<file path="config.mk">
export PLATFORM = sky130hd
export DESIGN_NAME = transaction_control
export DESIGN_NICKNAME = d
export VERILOG_FILES = /design/src/rtl/transaction_control.sv
export SDC_FILE = /design/constraint.sdc
export NUM_CORES = 1
export LEC_CHECK = 0
export ABC_CLOCK_PERIOD_IN_PS = 3900
export CAP_MARGIN = 10
export CORE_ASPECT_RATIO = 1.25
export CORE_MARGIN = 4
export CORE_UTILIZATION = 30
export CTS_BUF_LIST = sky130_fd_sc_hd__clkbuf_8
export CTS_CLUSTER_SIZE = 28
export DETAILED_ROUTE_END_ITERATION = 8
export SYNTH_ARGS = -nofsm -noshare
export SYNTH_HDL_FRONTEND = slang
export SYNTH_SLANG_ARGS = --single-unit
</file>
<file path="constraint.sdc">
create_clock -name clock -period 3.9 [get_ports clock]
set_input_delay 0.39 -clock clock [delete_from_list [all_inputs] [get_ports clock]]
set_output_delay 0.39 -clock clock [all_outputs]
set_load 0.005 [all_outputs]
</file>
<file path="src/rtl/transaction_control.sv">
// transaction_control: sequences a transfer through amount check, key check, transfer and balance write-back
module transaction_control #(
  parameter int TIMEOUT = 15
) (
  input  logic        clock,
  input  logic        resetn,
  input  logic        go,
  input  logic        sender,
  input  logic        done_step,
  input  logic [10:0] p1_amount_out,
  input  logic [10:0] p2_amount_out,
  output logic [2:0]  process,
  output logic        load_amount,
  output logic        load_key,
  output logic [1:0]  mem_address,
  output logic        mem_write,
  output logic [10:0] mem_data,
  output logic        busy,
  output logic        success,
  output logic        fail
);
  typedef enum logic [3:0] {
    S_IDLE, S_LOAD, S_RD_BAL, S_VER_AMT, S_RD_KEY, S_VER_KEY,
    S_RD_P1, S_RD_P2, S_XFER, S_WB1, S_WB2, S_DONE, S_FAIL
  } state_t;
  state_t      state_q, state_d;
  logic [3:0]  cnt_q, cnt_d;
  logic        sender_q, sender_d;
  logic        wait_st, expired;
  logic [2:0]  process_d;
  logic [1:0]  addr_d;
  logic [10:0] data_d;
  // next state, wait counter and latched sender; outputs are decoded from the next state so they register in step with it
  always_comb begin
    wait_st  = state_q inside {S_VER_AMT, S_VER_KEY, S_XFER};
    expired  = wait_st && !done_step && cnt_q == 4'(TIMEOUT - 1);
    cnt_d    = (wait_st && !done_step) ? cnt_q + 4'd1 : '0;
    sender_d = (state_q == S_IDLE && go) ? sender : sender_q;
    state_d  = state_q;
    case (state_q)
      S_IDLE:    state_d = go ? S_LOAD : S_IDLE;
      S_LOAD:    state_d = S_RD_BAL;
      S_RD_BAL:  state_d = S_VER_AMT;
      S_VER_AMT: state_d = done_step ? S_RD_KEY : expired ? S_FAIL : S_VER_AMT;
      S_RD_KEY:  state_d = S_VER_KEY;
      S_VER_KEY: state_d = done_step ? S_RD_P1 : expired ? S_FAIL : S_VER_KEY;
      S_RD_P1:   state_d = S_RD_P2;
      S_RD_P2:   state_d = S_XFER;
      S_XFER:    state_d = done_step ? S_WB1 : expired ? S_FAIL : S_XFER;
      S_WB1:     state_d = S_WB2;
      S_WB2:     state_d = S_DONE;
      default:   state_d = S_IDLE;
    endcase
    process_d = state_d inside {S_RD_BAL, S_VER_AMT} ? 3'b001 :
                state_d inside {S_RD_KEY, S_VER_KEY} ? 3'b010 :
                state_d inside {S_RD_P1, S_RD_P2, S_XFER, S_WB1, S_WB2} ? 3'b100 : 3'b000;
    addr_d    = state_d inside {S_RD_BAL, S_VER_AMT} ? {1'b0, sender_d} :
                state_d inside {S_RD_KEY, S_VER_KEY} ? {1'b1, sender_d} :
                state_d inside {S_RD_P2, S_XFER, S_WB2} ? 2'd1 : 2'd0;
    data_d    = state_d == S_WB1 ? p1_amount_out : state_d == S_WB2 ? p2_amount_out : '0;
  end
  // state, counter, sender latch and all registered outputs; reset abandons any write immediately
  always_ff @(posedge clock or negedge resetn)
    if (!resetn) begin
      state_q     <= S_IDLE;
      cnt_q       <= '0;
      sender_q    <= 1'b0;
      process     <= '0;
      load_amount <= 1'b0;
      load_key    <= 1'b0;
      mem_address <= '0;
      mem_write   <= 1'b0;
      mem_data    <= '0;
      busy        <= 1'b0;
      success     <= 1'b0;
      fail        <= 1'b0;
    end else begin
      state_q     <= state_d;
      cnt_q       <= cnt_d;
      sender_q    <= sender_d;
      process     <= process_d;
      load_amount <= state_d == S_LOAD;
      load_key    <= state_d == S_LOAD;
      mem_address <= addr_d;
      mem_write   <= state_d inside {S_WB1, S_WB2};
      mem_data    <= data_d;
      busy        <= state_d != S_IDLE;
      success     <= state_d == S_DONE;
      fail        <= state_d == S_FAIL;
    end
endmodule

</file>
==> results.cfg <==
[synth]
syn_avg_cell_area_um2 = 11.14
synthFlopType = dfrtp_1
syn_nets = 143
yosysTopAreaCell = dfrtp_1
synth_area_leaders = dfrtp_1, a22o_1, nor2_1
synth_top_area_share = 0.5714
yosys_warnings = 0
synth_edf_count = 0
synth_most_common_cell = dfrtp_1
syn-cell-area_um2 = 1270
synth.distinct_cells = 35
ys_seq_area_frac = 0.5714
synth_commonest_cells = dfrtp_1, a22o_1, nor2_1, a21oi_1, inv_1
synthArstFlopShare = 1.000
syn_inst = 114
ys_seq_elements = 29

[clock_network]
cts-root-buf = clkbuf_8
post_cts_buffers = 0
clk_latency_ps = 280
holdBufCountCts = 0
cts_tree = yes
cts_resized = 0
ctsLongestPathBuffers = 2
htree_levels = 2
clk_pin_slew_worst_paths_ps = 70
clkSinkCount = 29
cts_buffers = 5

[floorplan]
die_h_um = 80.75
ios = 49
initial_core_util = 0.3098
dieArea_um2 = 5345
rows = 26
core_area_um2 = 4099
dieWidth_um = 66.20

[sta]
whs_ps = 488.5
finalCritPeriodShare = 0.5345
relSlewSlack = 0.1974
worstMarginPinSlew_ps = 1195
rsz0062_at_grt = no
fin_crit_ps = 2085
hold_violations = 0
max_freq_mhz = 479.7
skew_ps = 8.038
setup_viol_count_final = 0
slew_viol_final = 0
fin_tns_setup_ps = 0
finalWorstSetupSlack_ps = 1815

[layout]
drive_gt1_frac = 0.09877
diodes = 0
layout.nets = 190
fillers = 391
instances_no_fill = 218
regArea_um2 = 725.7
final_cell_area_um2 = 1864
multi_input_area_um2 = 471.7
area_growth_pct = 46.80

[power]
leakage_uw = 0.0008089
vdd_drop_max_mv = 0.1574
powerDensity_nw_per_um2 = 569.7

[worst_setup_path]
path_cells = nand2b_1, nor3_1, a22o_1
r2r-start = state_q[2]
critPathMaxStageDelay_ps = 920
r2r_cells = 3
crit_fanout = 17
setup.worst_path.class = reg2reg
arrival_ps = 2290
r2r_end = mem_data[5]
critPathLaunchType = flip-flop
r2r_slack_ps = 1820
cp-end-kind = flip-flop
crit_required_ps = 4110
cp_slowest_cell = nor3_1

[route]
via_per_inst = 4.771
antenna_left = 0
wl_per_cell_um = 13.74
drtIter0Drc = 20
wl_um = 2996
vias = 1040
firstDrtPassIters = 4
drc = 0

[grt]
grt_pass1_vias = 1048
use_met3 = 0.03734
grt_util_all_layers = 0.1184
grt_max_degree = 18
antenna_found_initial = 0
grt-busiest-layer = met2
gr-total-overflow = 0
grt_pass1_wl_um = 4685
met1_usage = 0.1136
grt_util_met2 = 0.2075

[place]
hpwlAfterDp_um = 2390
placed_cells = 210
dp_slack_ps = 1660
dpl_cell_area_um2 = 1778
io_buffers = 48
gp_congestion = 0.8034

[status]
outcome = completed

[flow_run]
maxCapViolations = 0

[worst_hold_path]
min_path_type = in2async
## per-stage QoR
stage / total power (µW) / utilization
CTS: 1070 / 0.4548
global placement: 817.8 / 0.4338
detailed placement: 830.6 / 0.4338
floorplan: 677.6 / -
finish: 1062 / 0.4548
global route: 1140 / 0.4548
## where the power goes
part,internal [µW],total (µW),switching [µW],leakage [µW]
registers,368,450,82.8,0.000386
logic,204,375,172,0.000379
clock network,123,236,114,0.0000439
## cell type report
type / instances / area share
multi-input combinational: 70 / 0.2530
tap: 56 / 0.03758
sequential: 29 / 0.3893
clock buffer: 5 / 0.03691
timing repair buffer: 49 / 0.2617
inverter: 6 / 0.01208
clock inverter: 3 / 0.009396
## metal layers
| layer | up-vias | share of wire |
|---|---|---|
| met5 | - | 0 |
| met4 | 0 | 0.041 |
| met3 | 12 | 0.048 |
| met2 | 36 | 0.56 |
| met1 | 491 | 0.35 |
| li1 | 501 | - |
## critical path: cells and delay by family, from the launching register on
family	cells	cell delay, ps
DFF	1	570
and+or+nand+nor	2	1180
AOI/OAI and AO/OA	1	260
## worst max path at each step
stage                           from          end  slack (ps)  cells after the start
after floorplan             cnt_q[0]         busy        2040                      7
after global placement     done_step         busy        1720                      6
after detailed placement   done_step         busy        1660                      6
after CTS                 state_q[2]  mem_data[5]        1820                      3
after global routing      state_q[2]  mem_data[5]        1680                      3
final                     state_q[2]  mem_data[5]        1820                      3
## state kept, by name, indices dropped and copies added, names as in the netlist
register,cells
mem_data,11
cnt_q,4
state_q,4
process,3
busy,1
fail,1
load_key,1
mem_address,1
mem_write,1
sender_q,1
success,1
## cell usage in the layout, fill, tap and decap left out, drive strengths merged
| cell type | Yosys | routed |
|---|---|---|
| clkdlybuf4s50 | 0 | 48 |
| dfrtp | 29 | 29 |
| a22o | 12 | 12 |
| nor2 | 12 | 12 |
| a21oi | 6 | 6 |
| inv | 6 | 6 |
| clkbuf | 2 | 5 |
| o21ai | 4 | 4 |
| nand3 | 4 | 4 |
| nand2 | 3 | 3 |
| nor2b | 2 | 2 |
| a31oi | 2 | 2 |
| nor3 | 2 | 2 |
| xor2 | 2 | 2 |
| nor4 | 2 | 2 |
| nand2b | 2 | 2 |
| ha | 2 | 2 |
| clkinv | 0 | 2 |
| maj3 | 1 | 1 |
| a31o | 1 | 1 |
| a211oi | 1 | 1 |
| and3 | 1 | 1 |
| mux2 | 1 | 1 |
| a22oi | 1 | 1 |
| o311ai | 1 | 1 |
| o211ai | 1 | 1 |
| o31a | 1 | 1 |
| o21bai | 1 | 1 |
| a221o | 1 | 1 |
| o32ai | 1 | 1 |
| xnor2 | 1 | 1 |
| or2 | 1 | 1 |
| or4b | 1 | 1 |
| clkinvlp | 0 | 1 |
| buf | 7 | 1 |
## cell families (layout without fill, tap and decap cells)
| group | count (synthesis) | in the layout | share of synthesized area |
|---|---|---|---|
| compound gates | 33 | 33 | 0.1911 |
| simple gates | 30 | 30 | 0.1222 |
| flops | 29 | 29 | 0.5714 |
| buf+inv | 15 | 63 | 0.05714 |
| fa+ha+maj | 3 | 3 | 0.02857 |
| xor+xnor | 3 | 3 | 0.02069 |
| mux | 1 | 1 | 0.008866 |
No activity file was read; power rests on OpenSTA's default activity.
